$ cat src/rtl/vga_text_console_if.sv
// ---------------------------------------------------------------------------
// vga_text_console_if
// Bundles the byte-input handshake and the character-RAM port of the text
// console so they travel as one port.
//   in_valid / in_char / in_ready        : byte offer and acceptance
//   ram_addr / ram_wdata / ram_we /
//   ram_re / ram_rdata                   : character RAM access
// Modports:
//   slave  - the console (consumes bytes, drives the RAM port)
//   master - the environment (offers bytes, serves RAM reads)
// ---------------------------------------------------------------------------
interface vga_text_console_if;
    logic        in_valid;
    logic [7:0]  in_char;
    logic        in_ready;
    logic [11:0] ram_addr;
    logic [7:0]  ram_wdata;
    logic        ram_we;
    logic        ram_re;
    logic [7:0]  ram_rdata;

    modport slave (
        input  in_valid, in_char, ram_rdata,
        output in_ready, ram_addr, ram_wdata, ram_we, ram_re
    );

    modport master (
        output in_valid, in_char, ram_rdata,
        input  in_ready, ram_addr, ram_wdata, ram_we, ram_re
    );
endinterface

$ cat src/rtl/vga_text_console.sv
// ---------------------------------------------------------------------------
// vga_text_console
// Teletype-style text console writing into an external character RAM laid
// out linearly as row*COLS+col. Printable bytes are written at the cursor,
// CR/LF/BS/FF are interpreted, the screen scrolls up one row when a line
// feed or wrap happens on the last row, and the whole screen is blanked
// after reset and on form feed.
// Ports:
//   clk25mhz    pixel clock, everything on its rising edge
//   rst_n       asynchronous active-low reset
//   bus         vga_text_console_if.slave (byte handshake + RAM port)
//   cursor_col  current cursor column
//   cursor_row  current cursor row
//   busy        clear / scroll / fill sequence in progress
// ---------------------------------------------------------------------------
module vga_text_console #(
    parameter int COLS = 80,
    parameter int ROWS = 34
) (
    input  logic                 clk25mhz,
    input  logic                 rst_n,
    vga_text_console_if.slave    bus,
    output logic [6:0]           cursor_col,
    output logic [5:0]           cursor_row,
    output logic                 busy
);

    localparam logic [11:0] COLS_W        = 12'(COLS);
    localparam logic [11:0] LAST_ADDR     = 12'(COLS * ROWS - 1);
    localparam logic [11:0] LAST_ROW_BASE = 12'(COLS * (ROWS - 1));
    localparam logic [6:0]  LAST_COL      = 7'(COLS - 1);
    localparam logic [5:0]  LAST_ROW      = 6'(ROWS - 1);
    localparam logic [7:0]  SPACE         = 8'h20;
    localparam logic [6:0]  CODE_BS       = 7'h08;
    localparam logic [6:0]  CODE_LF       = 7'h0A;
    localparam logic [6:0]  CODE_FF       = 7'h0C;
    localparam logic [6:0]  CODE_CR       = 7'h0D;

    typedef enum logic [2:0] {
        CLEAR     = 3'd0,
        IDLE      = 3'd1,
        WRITE     = 3'd2,
        SCROLL_RD = 3'd3,
        SCROLL_WR = 3'd4,
        FILL      = 3'd5
    } state_t;

    function automatic logic is_printable(input logic [6:0] code);
        return (code >= 7'h20);
    endfunction

    state_t      state_r, state_n;
    logic [11:0] idx_r, idx_n;       // running address of clear / scroll source / fill
    logic [11:0] addr_r, addr_n;
    logic [7:0]  wdata_r, wdata_n;
    logic        we_r, we_n;
    logic        re_r, re_n;
    logic        wsel_r, wsel_n;     // 1 while ram_wdata forwards ram_rdata
    logic        in_ready_r, in_ready_n;
    logic        busy_r, busy_n;
    logic [6:0]  col_r, col_n;
    logic [5:0]  row_r, row_n;
    logic [6:0]  char_r, char_n;     // code accepted in IDLE, interpreted in WRITE
    logic        newline_s;
    logic [11:0] cur_addr_s;

    assign cur_addr_s = ({6'd0, row_r} * COLS_W) + {5'd0, col_r};

    // Next state, next cursor and next registered RAM strobes/address/data.
    always_comb begin
        state_n   = state_r;
        idx_n     = idx_r;
        addr_n    = addr_r;
        wdata_n   = wdata_r;
        we_n      = 1'b0;
        re_n      = 1'b0;
        col_n     = col_r;
        row_n     = row_r;
        char_n    = char_r;
        newline_s = 1'b0;

        case (state_r)
            CLEAR: begin
                // idx_r leaves reset as all ones so the first step lands on 0.
                if (idx_r == LAST_ADDR) begin
                    state_n = IDLE;
                end else begin
                    idx_n   = idx_r + 12'd1;
                    we_n    = 1'b1;
                    addr_n  = idx_r + 12'd1;
                    wdata_n = SPACE;
                end
            end

            IDLE: begin
                if (bus.in_valid && in_ready_r) begin
                    state_n = WRITE;
                    char_n  = bus.in_char[6:0];
                    if (is_printable(bus.in_char[6:0])) begin
                        we_n    = 1'b1;
                        addr_n  = cur_addr_s;
                        wdata_n = bus.in_char;
                    end else if ((bus.in_char[6:0] == CODE_BS) && (col_r != 7'd0)) begin
                        // Backspace blanks the cell the cursor is about to move onto.
                        we_n    = 1'b1;
                        addr_n  = cur_addr_s - 12'd1;
                        wdata_n = SPACE;
                    end else begin
                        we_n = 1'b0;
                    end
                end else begin
                    state_n = IDLE;
                end
            end

            WRITE: begin
                state_n = IDLE;
                if (is_printable(char_r)) begin
                    if (col_r == LAST_COL) begin
                        col_n     = 7'd0;
                        newline_s = 1'b1;
                    end else begin
                        col_n = col_r + 7'd1;
                    end
                end else begin
                    case (char_r)
                        CODE_CR: col_n = 7'd0;
                        CODE_LF: begin
                            col_n     = 7'd0;
                            newline_s = 1'b1;
                        end
                        CODE_BS: begin
                            if (col_r != 7'd0) begin
                                col_n = col_r - 7'd1;
                            end else begin
                                col_n = col_r;
                            end
                        end
                        CODE_FF: begin
                            col_n   = 7'd0;
                            row_n   = 6'd0;
                            state_n = CLEAR;
                            idx_n   = 12'd0;
                            we_n    = 1'b1;
                            addr_n  = 12'd0;
                            wdata_n = SPACE;
                        end
                        default: col_n = col_r;
                    endcase
                end
                // A new line on the bottom row keeps the row and scrolls instead.
                if (newline_s) begin
                    if (row_r == LAST_ROW) begin
                        state_n = SCROLL_RD;
                        idx_n   = COLS_W;
                        re_n    = 1'b1;
                        addr_n  = COLS_W;
                    end else begin
                        row_n = row_r + 6'd1;
                    end
                end else begin
                    row_n = row_n;
                end
            end

            SCROLL_RD: begin
                // Data read this cycle is forwarded as write data next cycle.
                state_n = SCROLL_WR;
                we_n    = 1'b1;
                addr_n  = idx_r - COLS_W;
            end

            SCROLL_WR: begin
                if (idx_r == LAST_ADDR) begin
                    state_n = FILL;
                    idx_n   = LAST_ROW_BASE;
                    we_n    = 1'b1;
                    addr_n  = LAST_ROW_BASE;
                    wdata_n = SPACE;
                end else begin
                    state_n = SCROLL_RD;
                    idx_n   = idx_r + 12'd1;
                    re_n    = 1'b1;
                    addr_n  = idx_r + 12'd1;
                end
            end

            FILL: begin
                if (idx_r == LAST_ADDR) begin
                    state_n = IDLE;
                end else begin
                    idx_n   = idx_r + 12'd1;
                    we_n    = 1'b1;
                    addr_n  = idx_r + 12'd1;
                    wdata_n = SPACE;
                end
            end

            default: begin
                state_n = CLEAR;
                idx_n   = 12'hFFF;
                col_n   = 7'd0;
                row_n   = 6'd0;
            end
        endcase

        wsel_n     = (state_n == SCROLL_WR);
        in_ready_n = (state_n == IDLE);
        busy_n     = (state_n == CLEAR) || (state_n == SCROLL_RD) ||
                     (state_n == SCROLL_WR) || (state_n == FILL);
    end

    // State, cursor and output registers.
    always_ff @(posedge clk25mhz or negedge rst_n) begin
        if (!rst_n) begin
            state_r    <= CLEAR;
            idx_r      <= 12'hFFF;
            addr_r     <= 12'd0;
            wdata_r    <= 8'd0;
            we_r       <= 1'b0;
            re_r       <= 1'b0;
            wsel_r     <= 1'b0;
            in_ready_r <= 1'b0;
            busy_r     <= 1'b1;
            col_r      <= 7'd0;
            row_r      <= 6'd0;
            char_r     <= 7'd0;
        end else begin
            state_r    <= state_n;
            idx_r      <= idx_n;
            addr_r     <= addr_n;
            wdata_r    <= wdata_n;
            we_r       <= we_n;
            re_r       <= re_n;
            wsel_r     <= wsel_n;
            in_ready_r <= in_ready_n;
            busy_r     <= busy_n;
            col_r      <= col_n;
            row_r      <= row_n;
            char_r     <= char_n;
        end
    end

    // The scroll copy runs at two cycles per character, so the write data of
    // SCROLL_WR is the RAM's own (registered) read data passed straight on;
    // the select itself is a register.
    assign bus.ram_wdata = wsel_r ? bus.ram_rdata : wdata_r;
    assign bus.ram_addr  = addr_r;
    assign bus.ram_we    = we_r;
    assign bus.ram_re    = re_r;
    assign bus.in_ready  = in_ready_r;
    assign cursor_col    = col_r;
    assign cursor_row    = row_r;
    assign busy          = busy_r;

endmodule
$ cat src/flat_wrapper.sv
// flat-port wrapper written by rule: the top's interface ports become plain ports
module vga_text_console_flat 
#(
    parameter int COLS = 80,
    parameter int ROWS = 34
)
  (clk25mhz, rst_n, cursor_col, cursor_row, busy, bus_in_valid, bus_in_char, bus_ram_rdata, bus_in_ready, bus_ram_addr, bus_ram_wdata, bus_ram_we, bus_ram_re);
  vga_text_console_if bus_i ();
  input  logic clk25mhz;
  input  logic rst_n;
  output logic [6:0] cursor_col;
  output logic [5:0] cursor_row;
  output logic busy;
  input wire logic [$bits(bus_i.in_valid)-1:0] bus_in_valid;
  input wire logic [$bits(bus_i.in_char)-1:0] bus_in_char;
  input wire logic [$bits(bus_i.ram_rdata)-1:0] bus_ram_rdata;
  output wire logic [$bits(bus_i.in_ready)-1:0] bus_in_ready;
  output wire logic [$bits(bus_i.ram_addr)-1:0] bus_ram_addr;
  output wire logic [$bits(bus_i.ram_wdata)-1:0] bus_ram_wdata;
  output wire logic [$bits(bus_i.ram_we)-1:0] bus_ram_we;
  output wire logic [$bits(bus_i.ram_re)-1:0] bus_ram_re;
  assign bus_i.in_valid = bus_in_valid;
  assign bus_i.in_char = bus_in_char;
  assign bus_i.ram_rdata = bus_ram_rdata;
  assign bus_in_ready = bus_i.in_ready;
  assign bus_ram_addr = bus_i.ram_addr;
  assign bus_ram_wdata = bus_i.ram_wdata;
  assign bus_ram_we = bus_i.ram_we;
  assign bus_ram_re = bus_i.ram_re;
  vga_text_console #(.COLS(COLS), .ROWS(ROWS)) u_core (.clk25mhz(clk25mhz), .rst_n(rst_n), .bus(bus_i), .cursor_col(cursor_col), .cursor_row(cursor_row), .busy(busy));
endmodule
$ cat config.mk
export PLATFORM = sky130hd
export DESIGN_NAME = vga_text_console_flat
export DESIGN_NICKNAME = d
export VERILOG_FILES = /design/src/rtl/vga_text_console_if.sv /design/src/rtl/vga_text_console.sv /design/src/flat_wrapper.sv
export SDC_FILE = /design/constraint.sdc
export NUM_CORES = 1
export LEC_CHECK = 0
export ABC_AREA = 0
export BUFFER_PORTS_ARGS = -buffer_cell sky130_fd_sc_hd__buf_2
export CAP_MARGIN = 10
export CELL_PAD_IN_SITES_DETAIL_PLACEMENT = 0
export CELL_PAD_IN_SITES_GLOBAL_PLACEMENT = 1
export CORE_MARGIN = 2
export CORE_UTILIZATION = 40
export DETAILED_ROUTE_END_ITERATION = 8
export PLACE_DENSITY_LB_ADDON = 0.1
export SETUP_SLACK_MARGIN = 0.2
export SKIP_CTS_REPAIR_TIMING = 1
export SLEW_MARGIN = 30
export SYNTH_ARGS = -nofsm -noshare
export SYNTH_HDL_FRONTEND = slang
export SYNTH_SLANG_ARGS = --single-unit
$ cat constraint.sdc
create_clock -name clk25mhz -period 7.2 [get_ports clk25mhz]
set_clock_uncertainty 0.05 [all_clocks]
set_input_delay 0.36 -clock clk25mhz [delete_from_list [all_inputs] [get_ports clk25mhz]]
set_output_delay 0.36 -clock clk25mhz [all_outputs]
set_load 0.01 [all_outputs]
==> results.yml <==
final_layout:
  fillers: 1126
  fin_util_pct: 46.38
  n_antenna_cell: 0
  drive_above_1_share_pct: 20.35
  nets: 607
  area_growth_pct: 13.34
logic_synthesis:
  synth_top_area_share_pct: 26.52
  synthFlopType: "dfrtp_1"
  async_flop_share_pct: 100.0
  yosysWarnings: 0
  ys_types: 72
  synth-edff-count: 0
  yosysSeqAreaShare_pct: 34.22
  syn_inst: 516
  syn-num-nets: 558
  netlist_top_cells_area: "dfrtp_1, dfstp_2, o21ai_0, ha_1, nand2_1"
  ys_ff_latch: 60
  synth_area_um2: 4436
  synth_area_leader_cell: "dfrtp_1"
  avgSynthCellArea_um2: 8.596
cts:
  cts_tree: "built"
  numCtsBuffers: 9
  clock_latency_ns: 0.36
  cts_root_buf: "clkbuf_8"
  ctsLongestPathBuffers: 2
  path_clk_slew_ns: 0.08
  cts.sinks: 60
  htree_levels: 3
pwr:
  p_total_uw: 686.3
  power.share.sequential_pct: 49.1
  p_comb_share_pct: 3.2
  switching_power_uw: 169.4
  internal_power_uw: 516.9
  leakage_nw: 2.287
  power_density_nw_per_um2: 136.5
  pwr-share-clk_pct: 47.7
  switching_share_pct: 24.69
  peakVddDrop_uv: 71.97
setup_path:
  required_ns: 7.40
  start_kind: "flop"
  timing.rr.end: "u_core.bus.ram_addr[11]"
  r2r_setup_slack_ns: 4.16
  reg2regPathDepth: 9
  setup.worst_path.end_class: "flop"
  critical_path_class: "flop to flop"
  critPathArrivalTime_ns: 3.24
  cp_max_fo: 10
  r2r_start: "u_core.cursor_row[3]"
place:
  portBuffers: 55
  dp_hpwl_um: 9586
  gp_congestion: 0.8185
run_status:
  status: "complete, no violations"
route:
  final_antenna_net_count: 0
  post_drt_wl_per_cell_um: 18.06
  drtIter0Drc: 348
  vias: 4060
  first_pass_iters: 5
  avgViaCountPerCell: 5.718
  wirelength_um: 12820
  drc_errors: 0
floorplanning:
  num_rows: 38
  core_um2: 10840
  ioPinCount: 56
  die_w_um: 109.3
  die_h_um: 109.3
  dieArea_um2: 11950
  start_util_pct: 40.92
global_route:
  grt_pass1_vias: 3815
  grt_max_degree: 61
  grt_first_pass_wirelength_um: 20320
  overflow: 0
  antenna_found_initial: 0
  track_usage_pct: 22.30
sta:
  setup_viol: 0
  worstMarginPinSlew_ns: 0.8211
  setup_tns_ns: 0
  min_period_over_period_pct: 42.22
  final.min_clock_period_ns: 3.040
  hold_viol_final: 0
  slew_viol_final: 0
  max_slew_margin_pct: 44.76
  rsz0062_at_grt: "false"
  fmax_mhz: 329.0
flow_run:
  maxCapViolCount: 0
worst_hold_path:
  min_path_type: "input pin to asynchronous set/reset pin"
state kept, by name, summed over array words and instances, names as in the netlist:
register	flops
u_core.bus.ram_addr	12
u_core.wsel_r	1
u_core.idx_r	12
u_core.cursor_row	6
u_core.busy	1
u_core.bus.ram_re	1
u_core.char_r	7
u_core.cursor_col	7
u_core.wdata_r	8
u_core.bus.ram_we	1
u_core.state_r	3
u_core.bus.in_ready	1
worst max-delay path by stage:
stage	cells after the start	endpoint	slack, ns	from
after floorplan	9	u_core.bus.ram_addr[11]	4.35	u_core.cursor_row[3]
after global placement	9	u_core.bus.ram_addr[11]	4.27	u_core.cursor_row[3]
after detailed placement	9	u_core.bus.ram_addr[11]	4.18	u_core.cursor_row[3]
after CTS	9	u_core.bus.ram_addr[11]	4.17	u_core.cursor_row[3]
after global routing	9	u_core.bus.ram_addr[11]	3.98	u_core.cursor_row[3]
final	9	u_core.bus.ram_addr[11]	4.16	u_core.cursor_row[3]
cell usage after synthesis (5+ instances only):
cell,number
nand2_1,69
o21ai_0,55
dfrtp_1,47
nor2_1,39
a21oi_1,27
inv_1,22
ha_1,21
xnor2_1,16
dfstp_2,13
mux2i_1,11
o22ai_1,11
clkbuf_1,10
nand3_1,10
nor3_1,10
and3_1,8
o31ai_1,8
buf_2,7
mux2_2,7
xor2_1,7
a22oi_1,6
nand2b_1,6
nand4_1,6
and2_1,5
nor2b_1,5
per-stage QoR:
stage / worst slack (ns) / hold slack (ns) / cells / cell area [um2]
after detailed placement: 4.184 / 0.4168 / 694 / 4820
after global placement: 4.271 / 0.4086 / 694 / 4820
after CTS: 4.166 / 0.1649 / 710 / 5027
after global routing: 3.984 / 0.1808 / 710 / 5027
after floorplan: 4.349 / 0.01441 / 516 / 4436
final: 4.160 / 0.09805 / 710 / 5027
placed cells by master, fill, tap and decap left out, types with 13 or more instances in the layout:
master	count
nor2_1	39
a21oi_1	27
xnor2_1	16
dfstp_2	13
o21ai_0	55
buf_2	55
ha_1	21
dfrtp_1	47
nand2_1	69
inv_1	22
metal layers:
layer	up-vias	track usage, %	routed length [um]
li1	1982	-	-
met1	1940	30.77	6180
met2	119	35.89	5875
met3	19	3.972	513
met4	0	6.510	255
met5	-	0	0
area by class of cell:
class	instances	area (um2)	area share [%]
flip-flops and latches	60	1518	30.19
clock buffers	10	137.6	2.738
multi-input cells	413	2743	54.55
repair buffers	58	297.8	5.923
inverters	23	86.33	1.717
clock inverters	6	70.07	1.394
well taps	140	175.2	3.484
critical path, cell delays in order (launching register included):
cell and delay, ns:
dfrtp_1 0.54, ha_1 0.32, ha_1 0.23, fa_1 0.54
nand2_1 0.09, a211oi_1 0.25, xnor3_1 0.30, nor3_2 0.19
xnor3_1 0.25, o311ai_2 0.20
cell families after synthesis:
logic type | after synthesis | synth area share (%)
DFF | 60 | 34.22
adders and majority gates | 23 | 6.827
buffers and inverters | 43 | 3.949
and+or+nand+nor | 194 | 22.76
muxes | 18 | 4.260
AOI/OAI and AO/OA | 153 | 22.43
xor gates and xnor gates | 25 | 5.557
power by group through the flow:
stage               Clock [mW]  Sequential, mW  Combinational [mW]
global placement             0           0.343              0.0229
finish                   0.327           0.337              0.0220
detailed placement           0           0.343              0.0231
global route             0.354           0.337              0.0252
floorplan                    0           0.344             0.00666
CTS                      0.333           0.337              0.0232
Note: power is estimated with default switching activity, not from simulation.
